===== config.mk =====
export PLATFORM = sky130hd
export DESIGN_NAME = bsg_link_isdr_rx_buffer_flat
export DESIGN_NICKNAME = d
export VERILOG_FILES = /design/src/rtl/bsg_link_isdr_rx_buffer_if.sv /design/src/rtl/bsg_link_isdr_rx_buffer.sv /design/src/flat_wrapper.sv
export SDC_FILE = /design/constraint.sdc
export NUM_CORES = 1
export LEC_CHECK = 0
export CAP_MARGIN = 15
export CELL_PAD_IN_SITES_DETAIL_PLACEMENT = 1
export CELL_PAD_IN_SITES_GLOBAL_PLACEMENT = 2
export CORE_MARGIN = 2
export CORE_UTILIZATION = 39
export DETAILED_ROUTE_END_ITERATION = 8
export GPL_TIMING_DRIVEN = 0
export PLACE_DENSITY = 0.82
export SYNTH_ARGS = -nofsm -noshare
export SYNTH_HDL_FRONTEND = slang
export SYNTH_SLANG_ARGS = --single-unit

===== constraint.sdc =====
create_clock -name clk_i -period 3.3 [get_ports clk_i]
set_input_delay 0.825 -clock clk_i [delete_from_list [all_inputs] [get_ports clk_i]]
set_output_delay 0.825 -clock clk_i [all_outputs]
set_load 0.005 [all_outputs]

===== src/rtl/bsg_link_isdr_rx_buffer_if.sv =====
// Receive-buffer link bundle: the capture-side word stream, the core-side
// valid/yumi handshake and the credit/overflow status returned by the buffer.
interface bsg_link_isdr_rx_buffer_if #(
    parameter int width_p = 16
);
    logic               io_v_i;
    logic [width_p-1:0] io_data_i;
    logic               v_o;
    logic [width_p-1:0] data_o;
    logic               yumi_i;
    logic               token_o;
    logic               overflow_o;

    modport master (
        output io_v_i, io_data_i, yumi_i,
        input  v_o, data_o, token_o, overflow_o
    );

    modport slave (
        input  io_v_i, io_data_i, yumi_i,
        output v_o, data_o, token_o, overflow_o
    );
endinterface


===== src/rtl/bsg_link_isdr_rx_buffer.sv =====
// IO-domain elastic buffer behind the SDR capture flops. It queues captured
// words, hands them to the core with valid/yumi and returns decimated credits.
module bsg_link_isdr_rx_buffer #(
    parameter int width_p                = 16,
    parameter int lg_fifo_depth_p        = 3,
    parameter int lg_credit_decimation_p = 2
) (
    input  logic                           clk_i,
    input  logic                           reset_n_i,
    bsg_link_isdr_rx_buffer_if.slave       link
);
    typedef logic [lg_fifo_depth_p-1:0] ptr_t;
    typedef logic [lg_fifo_depth_p:0]   cnt_t;

    localparam cnt_t depth_lp = cnt_t'(1) << lg_fifo_depth_p;
    localparam ptr_t ptr_one  = ptr_t'(1);
    localparam cnt_t cnt_one  = cnt_t'(1);

    logic [width_p-1:0] mem [2**lg_fifo_depth_p];
    ptr_t               wptr, rptr;
    cnt_t               count;
    logic               token_r, overflow_r;

    logic full, not_empty, deq, enq, drop;

    // A word arriving while full is still accepted if the head leaves in
    // the same cycle; otherwise it is discarded and flagged.
    always_comb begin
        full      = (count == depth_lp);
        not_empty = (count != '0);
        deq       = link.yumi_i & not_empty;
        enq       = link.io_v_i & (~full | deq);
        drop      = link.io_v_i & full & ~deq;
    end

    always_ff @(posedge clk_i) begin
        if (enq)
            mem[wptr] <= link.io_data_i;
    end

    always_ff @(posedge clk_i or negedge reset_n_i) begin
        if (!reset_n_i) begin
            wptr       <= '0;
            rptr       <= '0;
            count      <= '0;
            overflow_r <= 1'b0;
        end else begin
            if (enq)
                wptr <= wptr + ptr_one;
            if (deq)
                rptr <= rptr + ptr_one;
            case ({enq, deq})
                2'b10:   count <= count + cnt_one;
                2'b01:   count <= count - cnt_one;
                default: count <= count;
            endcase
            if (drop)
                overflow_r <= 1'b1;
        end
    end

    generate
        if (lg_credit_decimation_p == 0) begin : g_no_decim
            always_ff @(posedge clk_i or negedge reset_n_i) begin
                if (!reset_n_i)
                    token_r <= 1'b0;
                else if (deq)
                    token_r <= ~token_r;
            end
        end else begin : g_decim
            typedef logic [lg_credit_decimation_p-1:0] cred_t;
            cred_t credit_cnt;

            // Counter wraps on its own; the toggle rides on the wrap.
            always_ff @(posedge clk_i or negedge reset_n_i) begin
                if (!reset_n_i) begin
                    credit_cnt <= '0;
                    token_r    <= 1'b0;
                end else if (deq) begin
                    credit_cnt <= credit_cnt + cred_t'(1);
                    if (&credit_cnt)
                        token_r <= ~token_r;
                end
            end
        end
    endgenerate

    assign link.v_o        = not_empty;
    assign link.data_o     = mem[rptr];
    assign link.token_o    = token_r;
    assign link.overflow_o = overflow_r;

    yumi_without_valid: assert property (
        @(posedge clk_i) disable iff (!reset_n_i) !(link.yumi_i && !not_empty)
    ) else $error("yumi_i asserted while v_o is low");
endmodule


===== src/flat_wrapper.sv =====
// flat-port wrapper written by rule: the top's interface ports become plain ports
module bsg_link_isdr_rx_buffer_flat 
#(
    parameter int width_p                = 16,
    parameter int lg_fifo_depth_p        = 3,
    parameter int lg_credit_decimation_p = 2
)
  (clk_i, reset_n_i, link_io_v_i, link_io_data_i, link_yumi_i, link_v_o, link_data_o, link_token_o, link_overflow_o);
  bsg_link_isdr_rx_buffer_if #(.width_p(width_p)) link_i ();
  input  logic clk_i;
  input  logic reset_n_i;
  input wire logic [$bits(link_i.io_v_i)-1:0] link_io_v_i;
  input wire logic [$bits(link_i.io_data_i)-1:0] link_io_data_i;
  input wire logic [$bits(link_i.yumi_i)-1:0] link_yumi_i;
  output wire logic [$bits(link_i.v_o)-1:0] link_v_o;
  output wire logic [$bits(link_i.data_o)-1:0] link_data_o;
  output wire logic [$bits(link_i.token_o)-1:0] link_token_o;
  output wire logic [$bits(link_i.overflow_o)-1:0] link_overflow_o;
  assign link_i.io_v_i = link_io_v_i;
  assign link_i.io_data_i = link_io_data_i;
  assign link_i.yumi_i = link_yumi_i;
  assign link_v_o = link_i.v_o;
  assign link_data_o = link_i.data_o;
  assign link_token_o = link_i.token_o;
  assign link_overflow_o = link_i.overflow_o;
  bsg_link_isdr_rx_buffer #(.width_p(width_p), .lg_fifo_depth_p(lg_fifo_depth_p), .lg_credit_decimation_p(lg_credit_decimation_p)) u_core (.clk_i(clk_i), .reset_n_i(reset_n_i), .link(link_i));
endmodule

==> impl_metrics.csv, run 1 <==
group,metric,value,unit
outcome,outcome,"completed",
power_and_ir_drop,peakVddDrop,0.548,mV
timing,hold_viol_final,0,
critical_path,cp.required,2.47,ns
power_and_ir_drop,powerDensity,904,nW/um2
critical_path,cp_max_fo,10,
detailed_routing,via_per_inst,5.31,
detailed_routing,wire_per_inst,22.0,um
critical_path,cp.arrival,2.38,ns
clock_tree,clk-insertion-delay-late,0.41,ns
detailed_routing,wl,11.9,mm
detailed_routing,remaining_drc_errors,0,
timing,fmax,0.312,GHz
place,gp_congestion,0.739,
timing,fin_ws,0.0986,ns
clock_tree,cts_buffers,17,
critical_path,critical_path_class,"reg2out",
logic_synthesis,synth_mux_area_share,16.8,%
clock_tree,hold_buffers,0,
logic_synthesis,synthAdderAreaFrac,0.877,%
logic_synthesis,synth_area_per_cell,20.8,um2
detailed_routing,wl_met2,6.23,mm
grt,grt_max_degree,17,
detailed_routing,drtPass1Iterations,4,
grt,grt_remaining_overflow,0,
detailed_routing,wl_met3,475,um
timing,fin_crit_sh,97.0,%
detailed_routing,vias,2875,
logic_synthesis,synth.distinct_cells,41,
logic_synthesis,synth_top_family_by_area,"multiplexers",
layout,nNetsFinal,368,
clock_tree,clock-sinks,142,
die,fp-row-count,44,
logic_synthesis,syn_area,5710,um2
layout,final_layout_size_suffix_gt1_share,33.9,%
layout,fillers,1345,
timing,period_minus_slack,3.20,ns
logic_synthesis,synthSimpleGateAreaFrac,3.11,%
timing,slew_viol_final,0,
logic_synthesis,ys_seq_elements,142,
worst_hold_path,hp-class,"reg2reg",
grt,grt_pass1_wl,18.7,mm
die,dieArea,15600,um2
clock_tree,ctsRootBufferMaster,"clkbuf_16",
layout,multi_input_area,1460,um2
clock_tree,htree_levels,4,
grt,grt_use_total,16.2,%
grt,antenna_found_initial,0,
clock_tree,clk_pin_slew_worst_paths,0.06,ns
timing,tns,0,ns
die,die_x,125,um
flow_run,maxCapViolations,0,
detailed_routing,postRouteAntennaNets,0,
die,die_h,125,um
detailed_routing,met1_length,5.06,mm
timing,tightest_slew,0.883,ns
logic_synthesis,synthXorXnorAreaFrac,0.921,%
timing,grt_setup_unrepaired,"no",
die,start_util,39.6,%
timing,setup_viol,0,
clock_tree,clock_path_buffers,2,
place,hpwl,7.94,mm
place,pre_cts_slack,-0.247,ns
place,dp_cells,508,
critical_path,startpoint_type,"flip-flop",
layout,fin_util,49.8,%
clock_tree,cts_tree,"built",
grt,grt_pass1_vias,3121,
logic_synthesis,netlist_instances,274,
detailed_routing,drtIter0Drc,189,
die,core_area,14400,um2
logic_synthesis,yosysWarnings,0,
power_and_ir_drop,power_leakage,2.43,nW
timing,slew-limit-headroom,40.7,%
timing,skew,0.00545,ns
critical_path,rrSetupSlack,0.82,ns
die,ioPinCount,39,
critical_path,critPathCaptureType,"primary output",
logic_synthesis,ys_seq_area_share,73.5,%
power_and_ir_drop,total_power,6.49,mW
layout,insertedDiodeCount,0,
layout,seq_area,4190,um2
detailed_routing,top_layer,"met4",
layout,syn_to_final_growth,25.8,%
logic_synthesis,synth_compound_area_share,2.79,%
logic_synthesis,synthesis.nets,298,
place,portBuffers,38,
layout,stdcell_count,541,
-- cells by family after synthesis --
group / count (synthesis)
buffers and inverters: 20
AOI/OAI and AO/OA: 18
DFF: 142
adders and majority gates: 4
xor gates and xnor gates: 6
and+or+nand+nor: 31
muxes: 53
-- sequential cells by signal (all words and copies together) (netlist names) --
| register | cells |
|---|---|
| u_core.rptr | 3 |
| u_core.mem | 128 |
| u_core.g_decim.credit_cnt | 2 |
| u_core.wptr | 3 |
| u_core.link.overflow_o | 1 |
| u_core.link.token_o | 1 |
| u_core.count | 4 |
-- repair_timing --
action,in CTS,in global routing
endpoints found under the setup margin,16,6
gates cloned,0,1
gates resized for setup,17,3
buffers inserted,0,2
-- final timing paths --
check | to | depth (start not counted) | start
worst min register to register | u_core.link.overflow_o | 1 | u_core.link.overflow_o
max in group asynchronous | u_core.rptr[2] | 1 | reset_n_i
worst max-delay path | link_data_o[13] | 5 | u_core.rptr[0]
worst min-delay path | u_core.link.overflow_o | 1 | u_core.link.overflow_o
worst max register to register | u_core.count[2] | 9 | u_core.count[3]
min in group asynchronous | u_core.count[3] | 1 | reset_n_i
-- synth_stat cells --
| library cell | n | area share, % |
|---|---|---|
| ha_1 | 4 | 0.88 |
| clkbuf_1 | 8 | 0.53 |
| a211o_1 | 1 | 0.15 |
| o2bb2ai_1 | 1 | 0.15 |
| o311a_1 | 1 | 0.18 |
| nor4b_1 | 2 | 0.31 |
| o311ai_1 | 1 | 0.15 |
| buf_2 | 3 | 0.26 |
| a21oi_1 | 1 | 0.088 |
| o211ai_1 | 3 | 0.39 |
| nand3_1 | 3 | 0.26 |
| mux2_4 | 1 | 0.26 |
| mux2_2 | 19 | 3.8 |
| xnor2_1 | 6 | 0.92 |
| buf_4 | 3 | 0.39 |
| edfxtp_1 | 128 | 67 |
| nand2_1 | 4 | 0.26 |
| nand4b_1 | 1 | 0.15 |
| nor4_1 | 2 | 0.22 |
| o31ai_2 | 1 | 0.22 |
| or3_1 | 1 | 0.11 |
| a21o_1 | 1 | 0.13 |
| or4b_1 | 1 | 0.18 |
| mux2i_1 | 1 | 0.18 |
| nor3_1 | 2 | 0.18 |
| o21bai_1 | 1 | 0.13 |
| o21ai_0 | 3 | 0.26 |
| or4_1 | 1 | 0.13 |
| buf_1 | 1 | 0.066 |
| inv_1 | 2 | 0.13 |
| o21ai_2 | 1 | 0.15 |
| dfrtp_1 | 14 | 6.1 |
| or3b_2 | 1 | 0.15 |
| o31ai_1 | 1 | 0.13 |
| mux4_2 | 32 | 13 |
| buf_6 | 3 | 0.59 |
| o41ai_4 | 1 | 0.48 |
| nor2_1 | 6 | 0.39 |
| and3_1 | 1 | 0.11 |
| a221oi_1 | 1 | 0.15 |
| nand2b_1 | 6 | 0.66 |
-- worst max-delay path, cell delays in order (launching register included) --
cell and delay [ns]:
dfrtp_1 0.37, buf_6 0.17, buf_12 0.17, mux4_2 0.52
mux2_2 0.29, clkdlybuf4s50_1 0.44
-- power by group --
part / switching, mW / internal, mW
logic: 0.943 / 1.27
clock network: 0.718 / 1.11
registers: 0.162 / 2.29
total: 1.82 / 4.67
-- metrics by stage --
stage	instance area [um2]	hold slack [ns]
after detailed placement	6510	0.446
after global routing	7180	0.477
after global placement	6330	0.447
after CTS	7130	0.465
final	7180	0.458
after floorplan	5720	0.451
-- metal layers --
layer / vias to the layer above / GRT usage [%]
met5: - / 0
met4: 0 / 5.10
met3: 15 / 3.89
met2: 62 / 27.1
met1: 1524 / 21.2
li1: 1274 / -
-- area by class of cell --
type | count | share of cell area, %
Tap cell | 184 | 3.21
Inverter | 2 | 0.105
Buffer | 16 | 2.21
Timing Repair Buffer | 53 | 7.81
Multi-Input combinational cell | 112 | 20.3
Sequential cell | 142 | 58.4
Clock buffer | 18 | 5.98
Clock inverter | 14 | 1.97
-- layout by cell type (no fill, tap or decap), types with 3 or more instances in the layout --
cell type / instances
buf_12: 3
buf_4: 7
buf_6: 8
buf_8: 4
clkbuf_1: 4
clkbuf_16: 18
clkdlybuf4s50_1: 36
clkinv_2: 5
clkinv_4: 3
dfrtp_1: 14
edfxtp_1: 128
ha_1: 4
inv_6: 3
mux2_2: 19
mux4_2: 32
nand2_1: 4
nand2b_1: 6
nand3_1: 3
nor2_1: 4
o211ai_1: 3
o21ai_0: 3
xnor2_1: 6
(Power assumes the default switching activity.)
==> inputs of run 2 (changes only) <==
- CORE_UTILIZATION: 39 -> 41
- PLACE_DENSITY: 0.82 -> 0.85
==> run 2 against run 1 <==
Register-to-register slack improved by 0.04 ns. Core utilization is 1.9 points higher. Global-route usage grew 1.3 points. Final cell count is 1.3% lower. Count of clock-buffer cells in the layout fell by 1. Design area shrank 1.3%. Clock skew increased by 0.0041 ns. Worst setup slack gained 0.0038 ns. Critical endpoint is now link_data_o[7]. Largest cell class unchanged. Largest power group unchanged.
==> impl_metrics.csv, run 2 (synthesized netlist as in run 1, its figures left out) <==
group,metric,value,unit
outcome,outcome,"completed",
critical_path,startpoint_type,"flip-flop",
die,ioPinCount,39,
detailed_routing,remaining_drc_errors,0,
power_and_ir_drop,peakVddDrop,0.394,mV
timing,skew,0.00954,ns
power_and_ir_drop,p_sw,1.83,mW
detailed_routing,wire_per_inst,22.3,um
layout,largest_register_ffs,128,
die,start_util,41.6,%
worst_hold_path,hp-class,"reg2reg",
critical_path,cp.arrival,2.37,ns
die,dieArea,14900,um2
clock_tree,clock-sinks,142,
place,portBuffers,38,
critical_path,critical_path_class,"reg2out",
grt,antenna_found_initial,0,
critical_path,cp.required,2.47,ns
power_and_ir_drop,pwr-share-comb,33.8,%
detailed_routing,wl,11.9,mm
layout,syn_to_final_growth,24.1,%
power_and_ir_drop,seqPwrFrac,38.5,%
grt,grt_max_degree,17,
power_and_ir_drop,p_sw_share,28.7,%
layout,layout_commonest_cell,"edfxtp_1",
timing,slew_viol_final,0,
clock_tree,cts_buffers,17,
layout,stdcell_area,7080,um2
die,fp-row-count,43,
die,core_area,13700,um2
layout,top_regs,"u_core.mem x128, u_core.count x4",
layout,final_layout_size_suffix_gt1_share,33.3,%
clock_tree,ctsRootBufferMaster,"clkbuf_16",
detailed_routing,vias,2858,
detailed_routing,via_per_inst,5.35,
place,gp_congestion,0.724,
layout,layout_common_cells,"edfxtp_1, clkdlybuf4s50_1, mux4_2",
timing,slew-limit-headroom,33.1,%
timing,hold_viol_final,0,
power_and_ir_drop,clkPwrFrac,27.8,%
clock_tree,cts_tree,"built",
critical_path,critPathCaptureType,"primary output",
timing,grt_setup_unrepaired,"no",
power_and_ir_drop,power_leakage,2.36,nW
layout,multi_input_area,1460,um2
layout,largest_register,"u_core.mem",
clock_tree,htree_levels,4,
power_and_ir_drop,powerDensity,899,nW/um2
layout,fin_util,51.6,%
clock_tree,hold_buffers,0,
place,place_area,6480,um2
die,die_h,122,um
detailed_routing,drtIter0Drc,204,
timing,setup_viol,0,
grt,grt_pass1_vias,3115,
grt,grt_use_total,17.5,%
timing,tightest_slew,0.998,ns
detailed_routing,postRouteAntennaNets,0,
clock_tree,clock_path_buffers,2,
grt,grt_remaining_overflow,0,
die,die_x,122,um
layout,nNetsFinal,365,
timing,fmax,0.313,GHz
critical_path,cp_max_fo,10,
detailed_routing,drtPass1Iterations,4,
clock_tree,clk-insertion-delay-late,0.42,ns
place,hpwl,7.31,mm
layout,seq_area,4190,um2
grt,grt_pass1_wl,18.3,mm
power_and_ir_drop,p_int,4.54,mW
layout,fillers,1231,
timing,fin_crit_sh,96.9,%
clock_tree,clk_pin_slew_worst_paths,0.06,ns
layout,insertedDiodeCount,0,
flow_run,maxCapViolations,0,
timing,period_minus_slack,3.20,ns
## run 2: changes by cell type in the layout (fill, tap and decap cells not counted), sizes merged
cell           before  now
buf                24   22
clkbuf             25   23
clkdlybuf4s50      36   38
clkinvlp            0    2
dlymetal6s2s        2    0
bufinv              2    1
clkinv              9   10
inv                 5    4
## run 2: critical path, cell delays in order (launching register included)
cell and delay (ns):
dfrtp_1 0.64, clkbuf_2 0.45, mux2_2 0.39, clkdlybuf4s50_1 0.47
## run 2: worst paths after layout
| kind | start | to | slack (ns) | depth (start not counted) |
|---|---|---|---|---|
| min | u_core.link.overflow_o | u_core.link.overflow_o | 0.47 | 1 |
| min reg2reg | u_core.link.overflow_o | u_core.link.overflow_o | 0.47 | 1 |
| max | u_core.rptr[2] | link_data_o[7] | 0.10 | 3 |
| max reg2reg | u_core.wptr[2] | u_core.mem[4][0] | 0.86 | 4 |
| max in group asynchronous | reset_n_i | u_core.wptr[0] | 2.05 | 1 |
| min in group asynchronous | reset_n_i | u_core.link.token_o | 0.81 | 1 |
## run 2: timing repair
| action | in CTS | in global routing |
|---|---|---|
| buffers inserted | 0 | 1 |
| gates resized for setup | 17 | 0 |
| endpoints found under the setup margin | 16 | 5 |
## run 2: power by group through the flow
stage          clock, mW  combinational (mW)  sequential [mW]
2_1_floorplan          0                1.27             2.41
3_3_place_gp           0                1.98             2.43
3_5_place_dp           0                2.11             2.45
4_1_cts             1.81                2.19             2.46
5_1_grt             1.86                2.32             2.48
6_report            1.77                2.15             2.45
## run 2: metal layers
metal	vias up	GRT usage (%)	wire length (um)
li1	1263	-	-
met2	71	28.6	6100
met4	0	7.33	308
met1	1500	21.5	4930
met3	24	5.62	591
met5	-	0	0
## run 2: metrics by stage
step                      std cells  total power, mW  TNS [ns]  hold WS (ns)  setup WS (ns)
final                           534             6.37         0         0.465          0.102
after global routing            534             6.66         0         0.494         0.0103
after CTS                       533             6.45         0         0.477         0.0258
after detailed placement        503             4.56     -4.09         0.454         -0.203
after global placement          492             4.41   -145.47         0.447          -2.33
after floorplan                 274             3.67   -0.0246         0.451       -0.00154
## run 2: layout make-up
type                    count  area share (%)
well taps                 180            3.18
repair buffers             50            7.07
multi-input cells         112            20.6
flip-flops and latches    142            59.2
clock inverters            15            1.71
inverters                   2           0.106
plain buffers              16            2.16
clock buffers              17            6.01
==> inputs of run 3 (changes only) <==
- CORE_UTILIZATION: 41 -> 30
- PLACE_DENSITY: 0.85 -> 0.68
==> run 3 against run 2 <==
Fmax shrank 0.14%. Core utilization down 13 points. Combinational power about the same. Critical path depth increased by 2. Largest power group unchanged. Highest routed layer is now met5.
==> impl_metrics.csv, run 3 (synthesized netlist as in run 1, its figures left out) <==
group,metric,value,unit
power_and_ir_drop,powerDensity,904,nW/um2
layout,insertedDiodeCount,0,
layout,layout_commonest_cell,"edfxtp_1",
power_and_ir_drop,p_sw,1.83,mW
layout,syn_to_final_growth,26.9,%
detailed_routing,via_per_inst,4.82,
detailed_routing,wire_per_inst,20.4,um
timing,setup_viol,0,
timing,grt_setup_unrepaired,"no",
clock_tree,clk-insertion-delay-late,0.42,ns
die,start_util,30.5,%
power_and_ir_drop,pwr-share-comb,33.2,%
timing,fin_ws,0.0981,ns
power_and_ir_drop,clkPwrFrac,29.5,%
place,hpwl,7.91,mm
place,place_area,6570,um2
timing,slew_viol_final,0,
place,pre_cts_slack,-0.315,ns
layout,nNetsFinal,367,
detailed_routing,postRouteAntennaNets,0,
critical_path,cp.required,2.47,ns
grt,grt_max_degree,17,
critical_path,critPathCapture,"link_data_o[12]",
worst_hold_path,hp-class,"reg2reg",
grt,grt_pass1_wl,18.8,mm
critical_path,startpoint_type,"flip-flop",
place,portBuffers,38,
layout,largest_register_ffs,128,
detailed_routing,wl,12.0,mm
power_and_ir_drop,seqPwrFrac,37.4,%
die,dieArea,20100,um2
critical_path,max_stage_delay,0.53,ns
power_and_ir_drop,power_leakage,2.41,nW
timing,period_minus_slack,3.20,ns
grt,grt_remaining_overflow,0,
critical_path,crit_slowest_cell,"mux4_2",
layout,fin_util,38.7,%
critical_path,cpLargestDelayFamily,"multiplexers",
detailed_routing,remaining_drc_errors,0,
place,gp_congestion,0.714,
timing,fmax,0.312,GHz
layout,layout_common_cells,"edfxtp_1, clkdlybuf4s50_1, mux4_2",
detailed_routing,vias,2846,
clock_tree,cts_buffers,17,
power_and_ir_drop,p_sw_share,27.9,%
critical_path,crit_chain,"buf_6 > buf_12 > mux4_2 > mux2_2 > clkdlybuf4s50_1",
critical_path,cp.buffers_inverters,3,
die,die_x,142,um
die,core_area,18700,um2
timing,tightest_slew,0.983,ns
critical_path,cp_num_cells,5,
layout,top_regs,"u_core.mem x128, u_core.count x4",
die,fp-row-count,50,
critical_path,cp_max_fo,10,
die,ioPinCount,39,
clock_tree,htree_levels,4,
critical_path,crit_start,"u_core.rptr[0]",
critical_path,critical_path_class,"reg2out",
detailed_routing,drtPass1Iterations,4,
grt,grt_use_total,13.0,%
critical_path,cp.arrival,2.38,ns
timing,fin_crit_sh,97.0,%
clock_tree,hold_buffers,0,
grt,antenna_found_initial,1,
die,die_h,142,um
critical_path,reg2regPathDepth,5,
detailed_routing,drtIter0Drc,239,
clock_tree,clk_pin_slew_worst_paths,0.06,ns
clock_tree,cts_tree,"built",
clock_tree,clock_path_buffers,2,
critical_path,r2r_start,"u_core.count[0]",
power_and_ir_drop,p_int,4.72,mW
timing,hold_viol_final,0,
layout,final_layout_size_suffix_gt1_share,33.4,%
layout,stdcell_area,7240,um2
critical_path,critPathCaptureType,"primary output",
power_and_ir_drop,peakVddDrop,0.410,mV
layout,largest_register,"u_core.mem",
clock_tree,clock-sinks,142,
flow_run,maxCapViolations,0,
clock_tree,ctsRootBufferMaster,"clkbuf_16",
critical_path,r2r_end,"u_core.mem[3][10]",
grt,grt_pass1_vias,3205,
critical_path,rrSetupSlack,0.86,ns
timing,slew-limit-headroom,34.2,%
timing,skew,0.00676,ns
outcome,outcome,"completed",
==> run 3: changes by cell type in the layout (fill, tap and decap cells not counted), moves of 2 or more <==
cell | previous run | this run
buf_4 | 7 | 9
bufinv_16 | 1 | 3
clkbuf_1 | 3 | 5
clkdlybuf4s50_1 | 38 | 36
clkinv_2 | 5 | 2
dlymetal6s2s_1 | 0 | 2
==> run 3: through the flow <==
stage	power (mW)	std cells	hold WS, ns	TNS [ns]
6_report	6.54	590	0.457	0
2_1_floorplan	3.67	274	0.451	-0.0246
4_1_cts	6.65	588	0.465	0
3_3_place_gp	4.47	546	0.445	-170.67
3_5_place_dp	4.63	558	0.446	-9.37
5_1_grt	6.88	590	0.479	0
==> run 3: area by class of cell <==
type,instances,area [um2]
Buffer,16,159
Sequential cell,142,4190
Tap cell,234,293
Timing Repair Buffer,52,537
Inverter,2,7.51
Clock buffer,19,433
Multi-Input combinational cell,112,1460
Fill cell,1815,11500
Clock inverter,13,163
==> run 3: how the worst min path moves through the flow <==
| stage | to | start | depth (start not counted) |
|---|---|---|---|
| floorplan | u_core.link.overflow_o | u_core.link.overflow_o | 1 |
| global placement | u_core.link.overflow_o | u_core.link.overflow_o | 1 |
| detailed placement | u_core.link.overflow_o | u_core.link.overflow_o | 1 |
| CTS | u_core.link.overflow_o | u_core.link.overflow_o | 1 |
| global route | u_core.link.overflow_o | u_core.link.overflow_o | 1 |
| finish | u_core.link.overflow_o | u_core.link.overflow_o | 1 |
==> run 3: metal layers <==
layer  GRT usage, %  wire (um)  vias up
li1               -          -     1282
met1           16.3       5280     1496
met2           21.2       6030       49
met3           4.18        549       17
met4           4.42        167        2
met5              0         13        -
==> run 3: power groups by stage <==
stage / Sequential, mW / Combinational [mW] / Clock [mW]
2_1_floorplan: 2.41 / 1.27 / 0
3_3_place_gp: 2.43 / 2.04 / 0
6_report: 2.45 / 2.17 / 1.93
5_1_grt: 2.48 / 2.37 / 2.04
3_5_place_dp: 2.45 / 2.18 / 0
4_1_cts: 2.45 / 2.23 / 1.97
==> run 3: what timing repair did <==
action	in CTS	in global routing
endpoints found under the hold margin	0	0
setup endpoints to repair	16	7
buffers inserted	0	2
gates resized for setup	18	2
gates cloned	0	0
